--- config.mk ---
export PLATFORM = sky130hd
export DESIGN_NAME = i2s_dac_tx
export DESIGN_NICKNAME = d
export VERILOG_FILES = /design/src/rtl/i2s_dac_tx.sv
export SDC_FILE = /design/constraint.sdc
export NUM_CORES = 1
export LEC_CHECK = 0
export ABC_AREA = 0
export CORE_MARGIN = 4
export CORE_UTILIZATION = 56
export CTS_BUF_LIST = sky130_fd_sc_hd__clkbuf_16
export CTS_CLUSTER_DIAMETER = 200
export DETAILED_ROUTE_END_ITERATION = 6
export GPL_TIMING_DRIVEN = 0
export PLACE_DENSITY = 0.76
export SYNTH_ARGS = -nofsm -noshare
export SYNTH_HDL_FRONTEND = slang
export SYNTH_SLANG_ARGS = --single-unit
--- constraint.sdc ---
create_clock -name clk -period 3.7 [get_ports clk]
set_input_delay 0.37 -clock clk [delete_from_list [all_inputs] [get_ports clk]]
set_output_delay 0.37 -clock clk [all_outputs]
set_load 0.005 [all_outputs]
--- src/rtl/i2s_dac_tx.sv ---
// i2s_dac_tx
//   Serializes stereo PCM frames onto the WM8731 DAC data line in I2S format.
//   The codec is bus master: BCLK and DACLRCK arrive asynchronously and are
//   synchronized into the clk domain. Frames are buffered in a small FIFO fed by
//   a valid/ready handshake and fetched at every left-channel start.
// Ports
//   clk, reset                 system clock, asynchronous active-high reset
//   enable                     1 = play FIFO contents, 0 = send silence without popping
//   sample_left/right/valid    frame input (two's complement words)
//   sample_ready               FIFO not full
//   fifo_level                 frames currently stored
//   aud_bclk, aud_daclrck      codec bit clock / word clock (0 = left, 1 = right)
//   aud_dacdat                 serial data, updated after each BCLK falling edge
//   underrun_count             saturating count of silent frames sent while enabled
module i2s_dac_tx #(
    parameter int unsigned SAMPLE_WIDTH = 16,
    parameter int unsigned FIFO_DEPTH   = 4
) (
    input  logic                          clk,
    input  logic                          reset,
    input  logic                          enable,
    input  logic [SAMPLE_WIDTH-1:0]       sample_left,
    input  logic [SAMPLE_WIDTH-1:0]       sample_right,
    input  logic                          sample_valid,
    output logic                          sample_ready,
    output logic [$clog2(FIFO_DEPTH):0]   fifo_level,
    input  logic                          aud_bclk,
    input  logic                          aud_daclrck,
    output logic                          aud_dacdat,
    output logic [15:0]                   underrun_count
);

    localparam int unsigned AW = $clog2(FIFO_DEPTH);
    localparam int unsigned CW = $clog2(SAMPLE_WIDTH);
    localparam int unsigned FW = 2 * SAMPLE_WIDTH;

    typedef enum logic [1:0] {StWaitFrame, StDelay, StShift, StPad} state_e;

    // ------------------------------------------------------------------
    // Synchronizers and edge detection
    // ------------------------------------------------------------------
    logic bclk_s1_q, bclk_s2_q, bclk_s3_q;
    logic lrck_s1_q, lrck_s2_q;

    always_ff @(posedge clk or posedge reset) begin
        if (reset) begin
            bclk_s1_q <= 1'b0;
            bclk_s2_q <= 1'b0;
            bclk_s3_q <= 1'b0;
            lrck_s1_q <= 1'b0;
            lrck_s2_q <= 1'b0;
        end else begin
            bclk_s1_q <= aud_bclk;
            bclk_s2_q <= bclk_s1_q;
            bclk_s3_q <= bclk_s2_q;
            lrck_s1_q <= aud_daclrck;
            lrck_s2_q <= lrck_s1_q;
        end
    end

    logic bclk_fall;
    logic lrck_prev_q;
    logic chan_start;
    logic left_start;

    assign bclk_fall  = bclk_s3_q & ~bclk_s2_q;
    assign chan_start = bclk_fall && (lrck_s2_q != lrck_prev_q);
    assign left_start = chan_start && !lrck_s2_q;

    // ------------------------------------------------------------------
    // Frame FIFO
    // ------------------------------------------------------------------
    // Pointers carry one extra wrap bit so full and empty are distinguishable.
    logic [AW:0]   wr_ptr_q, rd_ptr_q;
    logic [FW-1:0] mem_q [FIFO_DEPTH];
    logic [FW-1:0] rd_data;
    logic          fifo_empty, fifo_full;
    logic          push, pop, underrun;

    assign fifo_level   = wr_ptr_q - rd_ptr_q;
    assign fifo_empty   = (fifo_level == '0);
    assign fifo_full    = (fifo_level == (AW+1)'(FIFO_DEPTH));
    assign sample_ready = !fifo_full;
    assign push         = sample_valid && sample_ready;
    // Pop is decided from registered state, so a push into an empty FIFO is
    // never forwarded to a same-cycle fetch.
    assign pop          = left_start && enable && !fifo_empty;
    assign underrun     = left_start && enable && fifo_empty;
    assign rd_data      = mem_q[rd_ptr_q[AW-1:0]];

    always_ff @(posedge clk) begin
        if (push) begin
            mem_q[wr_ptr_q[AW-1:0]] <= {sample_left, sample_right};
        end
    end

    always_ff @(posedge clk or posedge reset) begin
        if (reset) begin
            wr_ptr_q <= '0;
            rd_ptr_q <= '0;
        end else begin
            if (push) wr_ptr_q <= wr_ptr_q + 1'b1;
            if (pop)  rd_ptr_q <= rd_ptr_q + 1'b1;
        end
    end

    always_ff @(posedge clk or posedge reset) begin
        if (reset) begin
            underrun_count <= '0;
        end else if (underrun && (underrun_count != 16'hFFFF)) begin
            underrun_count <= underrun_count + 16'd1;
        end
    end

    // ------------------------------------------------------------------
    // Serializer FSM
    // ------------------------------------------------------------------
    state_e                  state_q;
    logic [SAMPLE_WIDTH-1:0] word_q;
    logic [SAMPLE_WIDTH-1:0] right_hold_q;
    logic [CW-1:0]           bit_cnt_q;
    logic                    dacdat_q;

    assign aud_dacdat = dacdat_q;

    always_ff @(posedge clk or posedge reset) begin
        if (reset) begin
            state_q      <= StWaitFrame;
            word_q       <= '0;
            right_hold_q <= '0;
            bit_cnt_q    <= '0;
            dacdat_q     <= 1'b0;
            lrck_prev_q  <= 1'b0;
        end else if (bclk_fall) begin
            lrck_prev_q <= lrck_s2_q;
            if (left_start) begin
                // Fetch a whole frame; the right word waits for the right start.
                state_q  <= StDelay;
                dacdat_q <= 1'b0;
                if (pop) begin
                    word_q       <= rd_data[FW-1:SAMPLE_WIDTH];
                    right_hold_q <= rd_data[SAMPLE_WIDTH-1:0];
                end else begin
                    word_q       <= '0;
                    right_hold_q <= '0;
                end
            end else if (chan_start && (state_q != StWaitFrame)) begin
                // Right start; also truncates a word still being shifted.
                state_q  <= StDelay;
                dacdat_q <= 1'b0;
                word_q   <= right_hold_q;
            end else begin
                case (state_q)
                    StDelay: begin
                        dacdat_q  <= word_q[SAMPLE_WIDTH-1];
                        bit_cnt_q <= CW'(SAMPLE_WIDTH - 1);
                        state_q   <= StShift;
                    end
                    StShift: begin
                        // bit_cnt_q is the index of the bit currently on the line.
                        if (bit_cnt_q == '0) begin
                            dacdat_q <= 1'b0;
                            state_q  <= StPad;
                        end else begin
                            dacdat_q  <= word_q[bit_cnt_q - CW'(1)];
                            bit_cnt_q <= bit_cnt_q - CW'(1);
                        end
                    end
                    default: begin
                        dacdat_q <= 1'b0;
                    end
                endcase
            end
        end
    end

endmodule
# Word-level counts from Yosys, hierarchy flattened
# Memories as Yosys holds them, arrays and structs flattened.
# Index checks and enable logic that the tools add are counted.
# classes
add_sub_neg	5
mul	0
div	0
n_lt_le_gt_ge	1
n_eq_ne	7
shift	0
n_mux	18
bitwise_logic	4
reduce_logical	21
# ops
operator	count
two-way mux 16 bit	4
adder 16 x 1 -> 16 bit, second input constant	1
inequality test 16 bit, second input constant	1
logical AND 1 bit	8
one-hot mux 4 bit (2 select lines)	1
adder 3 x 1 -> 3 bit, second input constant	2
two-way mux 1 bit	6
two-way mux 2 bit	3
nonzero test 2 bit	3
< comparator 4 x 5 -> 1 bit, second input constant	1
AND reduction 5 bit	1
binary-select mux 1 bit (select 4 bit)	1
zero test 4 bit	1
two-way mux 4 bit	1
inequality test 4 bit, second input constant	1
one-hot mux 2 bit (2 select lines)	1
AND reduction 2 bit	2
nonzero test 4 bit	1
subtractor 4 x 1 -> 4 bit, second input constant	1
equality test 3 bit, second input constant	1
zero test 1 bit	3
zero test 3 bit	1
inverter 1 bit	3
AND reduction 3 bit	1
7 further kinds	7
# word_totals
ff_bits	67
latchBits	0
ramBits	128
rom_bits	0
in_bits	38
out_inout_bits	21
elab_cells	71
n_memories	1
# memory_table
memory	depth	width	read_ports	rd_ports_with_merged_regs	wr	line_no	text
mem_q	4	32	1	0	1	75	logic [FW-1:0] mem_q [FIFO_DEPTH];

# Depth between registers and ports, before layout
# depth
depth_word	8
ltp_mapped	9
mapped_depth_nobuf	8

# Worst setup path before layout
# No wires, ideal clock.
# synth_path
path_type	flip-flop to flip-flop
startpoint	reg wr_ptr_q[0]
endpoint	mem mem_q[3][0] in the netlist's numbering, enable pin
setup_time_ps	394
arrival_ps	2342
required_ps	3306
slack_ps	964
stages_incl_launch_ff	7
path_buffers	0
synth_period_minus_slack_ps	2736
cell_sequence	dfrtp_1 inv_1 ha_1 fa_1 xor3_2 nand3_1 and3_1
# synth_between
elab_chain_len	6
# synth_lines
item	line_no	text
start: declaration	74	logic [AW:0] wr_ptr_q, rd_ptr_q;
start signal: assignment	102	if (push) wr_ptr_q <= wr_ptr_q + 1'b1;
subtractor 3 bit	80	assign fifo_level = wr_ptr_q - rd_ptr_q;
net fifo_level[2]	26	output logic [$clog2(FIFO_DEPTH):0] fifo_level,
equality test 3 bit	82	assign fifo_full = (fifo_level == (AW+1)'(FIFO_DEPTH));
zero test 1 bit	83	assign sample_ready = !fifo_full;
net sample_ready	25	output logic sample_ready,
logical AND 1 bit	84	assign push = sample_valid && sample_ready;
two-way mux 1 bit	92	if (push) begin
two-way mux 1 bit (not written as such)	93	mem_q[wr_ptr_q[AW-1:0]] <= {sample_left, sample_right};
end: declaration	75	
# The timed path passes the listed nets, and every way through them passes these cells.

# Worst setup path after layout
# layout_path
startpoint	reg wr_ptr_q[0]
endpoint	reg underrun_count[14]
# layout_between
elab_chain_len	4
# layout_lines
item	line_no	text
subtractor 3 bit	80	
zero test 3 bit	81	assign fifo_empty = (fifo_level == '0);
logical AND 1 bit	88	assign underrun = left_start && enable && fifo_empty;
logical AND 1 bit	110	end else if (underrun && (underrun_count != 16'hFFFF)) begin
end signal: assignment	111	underrun_count <= underrun_count + 16'd1;
end: declaration	30	output logic [15:0] underrun_count
# No other way between the ends.
# A chain may end at the register's enable or synchronous reset.

==> flow_metrics.py <==
metrics = {
    "place": {
        "dp_slack_ps": 895.3,
        "place.port_buffers": 58,
        "hpwlAfterDp_microns": 9330,
        "dpl_cell_area_sq_mm": 0.008643,
        "dpl.cell_count": 686,
        "gp_congestion": 0.7717,
    },
    "detailed_routing": {
        "drt_iter0_drc": 353,
        "routed_via_density": 5.872,
        "vias": 4216,
        "wl_per_cell_microns": 19.90,
        "drt-total-wl_microns": 14290,
        "first_pass_iters": 5,
        "ant_nets": 0,
        "drc": 0,
    },
    "critical_path": {
        "slowest_delay_ps": 540,
        "r2r_start": "wr_ptr_q[0]",
        "r2r_setup_slack_ps": 830,
        "crit_end": "underrun_count[14]",
        "path_max_fanout": 4,
        "crit_family": "simple AND/OR/NAND/NOR gates",
        "startpoint": "wr_ptr_q[0]",
        "cpMaxStageDelayCell": "nor3b_1",
        "crit_path_cell_trace": "inv_1 -> ha_1 -> fa_1 -> xor3_2 -> or4_4 -> nor3b_1 -> nand3_1 -> xnor2_1",
        "crit_type": "register to register",
        "r2r-end": "underrun_count[14]",
        "r2r_cells": 8,
        "critPathBufInv": 1,
        "cp.required_ps": 4010,
        "cp.arrival_ps": 3180,
        "cp-start-kind": "register",
        "cp.depth": 8,
        "crit_path_end_kind": "register",
    },
    "timing": {
        "finalWorstSetupSlack_ps": 834.2,
        "setup_tns_ps": 0,
        "slew_headroom": 0.3917,
        "worst_pin_slew_ps": 912.4,
        "fin_skew_ps": 7.964,
        "slew_viol_final": 0,
        "fin_crit_ps": 2866,
        "hold_viol_final": 0,
        "grt_setup_unrepaired": "no",
        "setup_viol": 0,
        "holdWs_ps": 328.6,
        "fmax_mhz": 348.9,
        "timing.final.crit_share": 0.7745,
    },
    "synthesis": {
        "synthTopCellsByArea": "edfxtp_1, dfrtp_1, mux4_2",
        "ys_seq_area_frac": 0.7098,
        "synth_top_family_by_area": "multiplexers",
        "yosysUniqueCellTypes": 42,
        "syn-instance-count": 449,
        "netlist_area_sq_mm": 0.007777,
        "synth_common_cells": "edfxtp_1, dfrtp_1, mux4_2",
        "synthArstFlopShare": 0.3436,
        "synth-simple-area-share": 0.05373,
        "synth_xor_area_frac": 0.02687,
        "yosys_warnings": 0,
        "ys_seq_elements": 195,
        "synth_edf_count": 128,
        "yosys-mux-area-fraction": 0.1115,
        "avgSynthCellArea_sq_um": 17.32,
        "synth_ff_type": "edfxtp_1",
        "synth_top_cell_by_area": "edfxtp_1",
        "synth_fa_ha_area_frac": 0.02027,
        "synth_compound_area_frac": 0.06017,
        "synth.most_common_cell": "edfxtp_1",
        "synth_top_area_frac": 0.4942,
        "syn-num-nets": 499,
    },
    "global_route": {
        "grtUsageTotal": 0.1941,
        "overflow": 0,
        "grt_pass1_vias": 4487,
        "antenna_found_initial": 0,
        "grt_max_degree": 43,
        "grt_pass1_wl_microns": 23810,
    },
    "floorplan": {
        "io_pins": 59,
        "fp.coreArea_sq_mm": 0.01340,
        "die-area_sq_mm": 0.01584,
        "start_util": 0.5804,
        "rows": 42,
        "die_w_microns": 125.9,
        "die_h_microns": 125.9,
    },
    "run_status": {
        "status": "complete, no violations",
    },
    "finish": {
        "diodes": 0,
        "fin_nets": 579,
        "area_growth_pct": 17.92,
        "fill_cells": 889,
        "final_layout_size_suffix_gt1_frac": 0.1587,
        "final_area_sq_mm": 0.009171,
        "instances_no_fill": 718,
        "seq_area_sq_mm": 0.005520,
        "post-route-util": 0.6844,
        "multi_input_area_sq_mm": 0.002125,
    },
    "clocking": {
        "cts.sinks": 195,
        "clock_latency_ps": 430,
        "cts-root-buf": "clkbuf_16",
        "cts-htree-levels": 4,
        "cts_buffers": 17,
        "cts_tree": "built",
        "clk_pin_slew_worst_paths_ps": 70,
        "cts_setup_buffers": 0,
        "cts_max_path_buffers": 2,
        "cts_resized": 0,
        "postCtsHoldBufs": 0,
    },
    "min_path": {
        "min_path_type": "primary input to asynchronous set/reset pin",
    },
    "pwr": {
        "power_density_mw_per_mm2": 739.7,
        "vdd_drop_max_mv": 0.4621,
        "power.total_mw": 6.784,
        "p_leak_nw": 3.387,
    },
    "run": {
        "max-cap-violations": 0,
    },
}
[worst min path at each step]
stage                         endpoint  slack, ps  cells after the start      start
global placement             bclk_s2_q        340                      0  bclk_s1_q
CTS                 underrun_count[15]        340                      2      reset
global route                 lrck_s2_q        370                      0  lrck_s1_q
detailed placement           lrck_s2_q        340                      0  lrck_s1_q
finish              underrun_count[12]        330                      2      reset
floorplan                    bclk_s2_q        330                      0  bclk_s1_q
[layout by cell type, fill, tap and decap left out, types with 12 or more instances in the layout]
master,count
edfxtp_1,128
dfrtp_1,67
clkdlybuf4s50_1,58
mux4_2,37
nand2_1,27
o21ai_0,20
clkbuf_16,17
clkbuf_1,16
a22o_1,16
a22oi_1,16
inv_1,12
xor2_1,12
[worst reg2reg max path, stage by stage (launching register included)]
cell,delay [ps]
dfrtp_1,380
inv_1,120
ha_1,220
fa_1,370
xor3_2,270
or4_4,510
nor3b_1,540
nand3_1,190
xnor2_1,150
[where the power goes]
| part | switching (mW) | internal [mW] | total, mW |
|---|---|---|---|
| registers | 0.232 | 2.95 | 3.18 |
| clock network | 0.799 | 0.866 | 1.66 |
| logic | 0.975 | 0.960 | 1.93 |
[cell type report]
class,count,area share
repair buffers,61,0.06985
clock inverters,15,0.01119
well taps,176,0.02401
clock buffers,17,0.04638
flip-flops and latches,195,0.6019
multi-input cells,220,0.2317
inverters,13,0.005321
plain buffers,21,0.009686
[per-layer routing]
metal,GRT usage,vias to the layer above,wire length (microns)
li1,-,1906,-
met4,0.05804,0,215
met1,0.2544,2174,5945
met3,0.05123,19,699
met5,0,-,0
met2,0.3247,117,7424
[sequential cells by signal (all words and copies together), names as in the netlist]
name,flops
bit_cnt_q,4
right_hold_q,16
wr_ptr_q,3
bclk_s3_q,1
word_q,16
bclk_s2_q,1
mem_q,128
lrck_prev_q,1
state_q,2
lrck_s2_q,1
rd_ptr_q,3
lrck_s1_q,1
aud_dacdat,1
underrun_count,16
bclk_s1_q,1
[cell families after synthesis]
logic type / Yosys count
multiplexers: 40
buffers and inverters: 34
AND/OR/NAND/NOR: 79
flip-flops: 195
adder cells (fa/ha/maj): 12
AO/OA/AOI/OAI: 67
XOR/XNOR: 22
No activity file was read; power rests on OpenSTA's default activity.
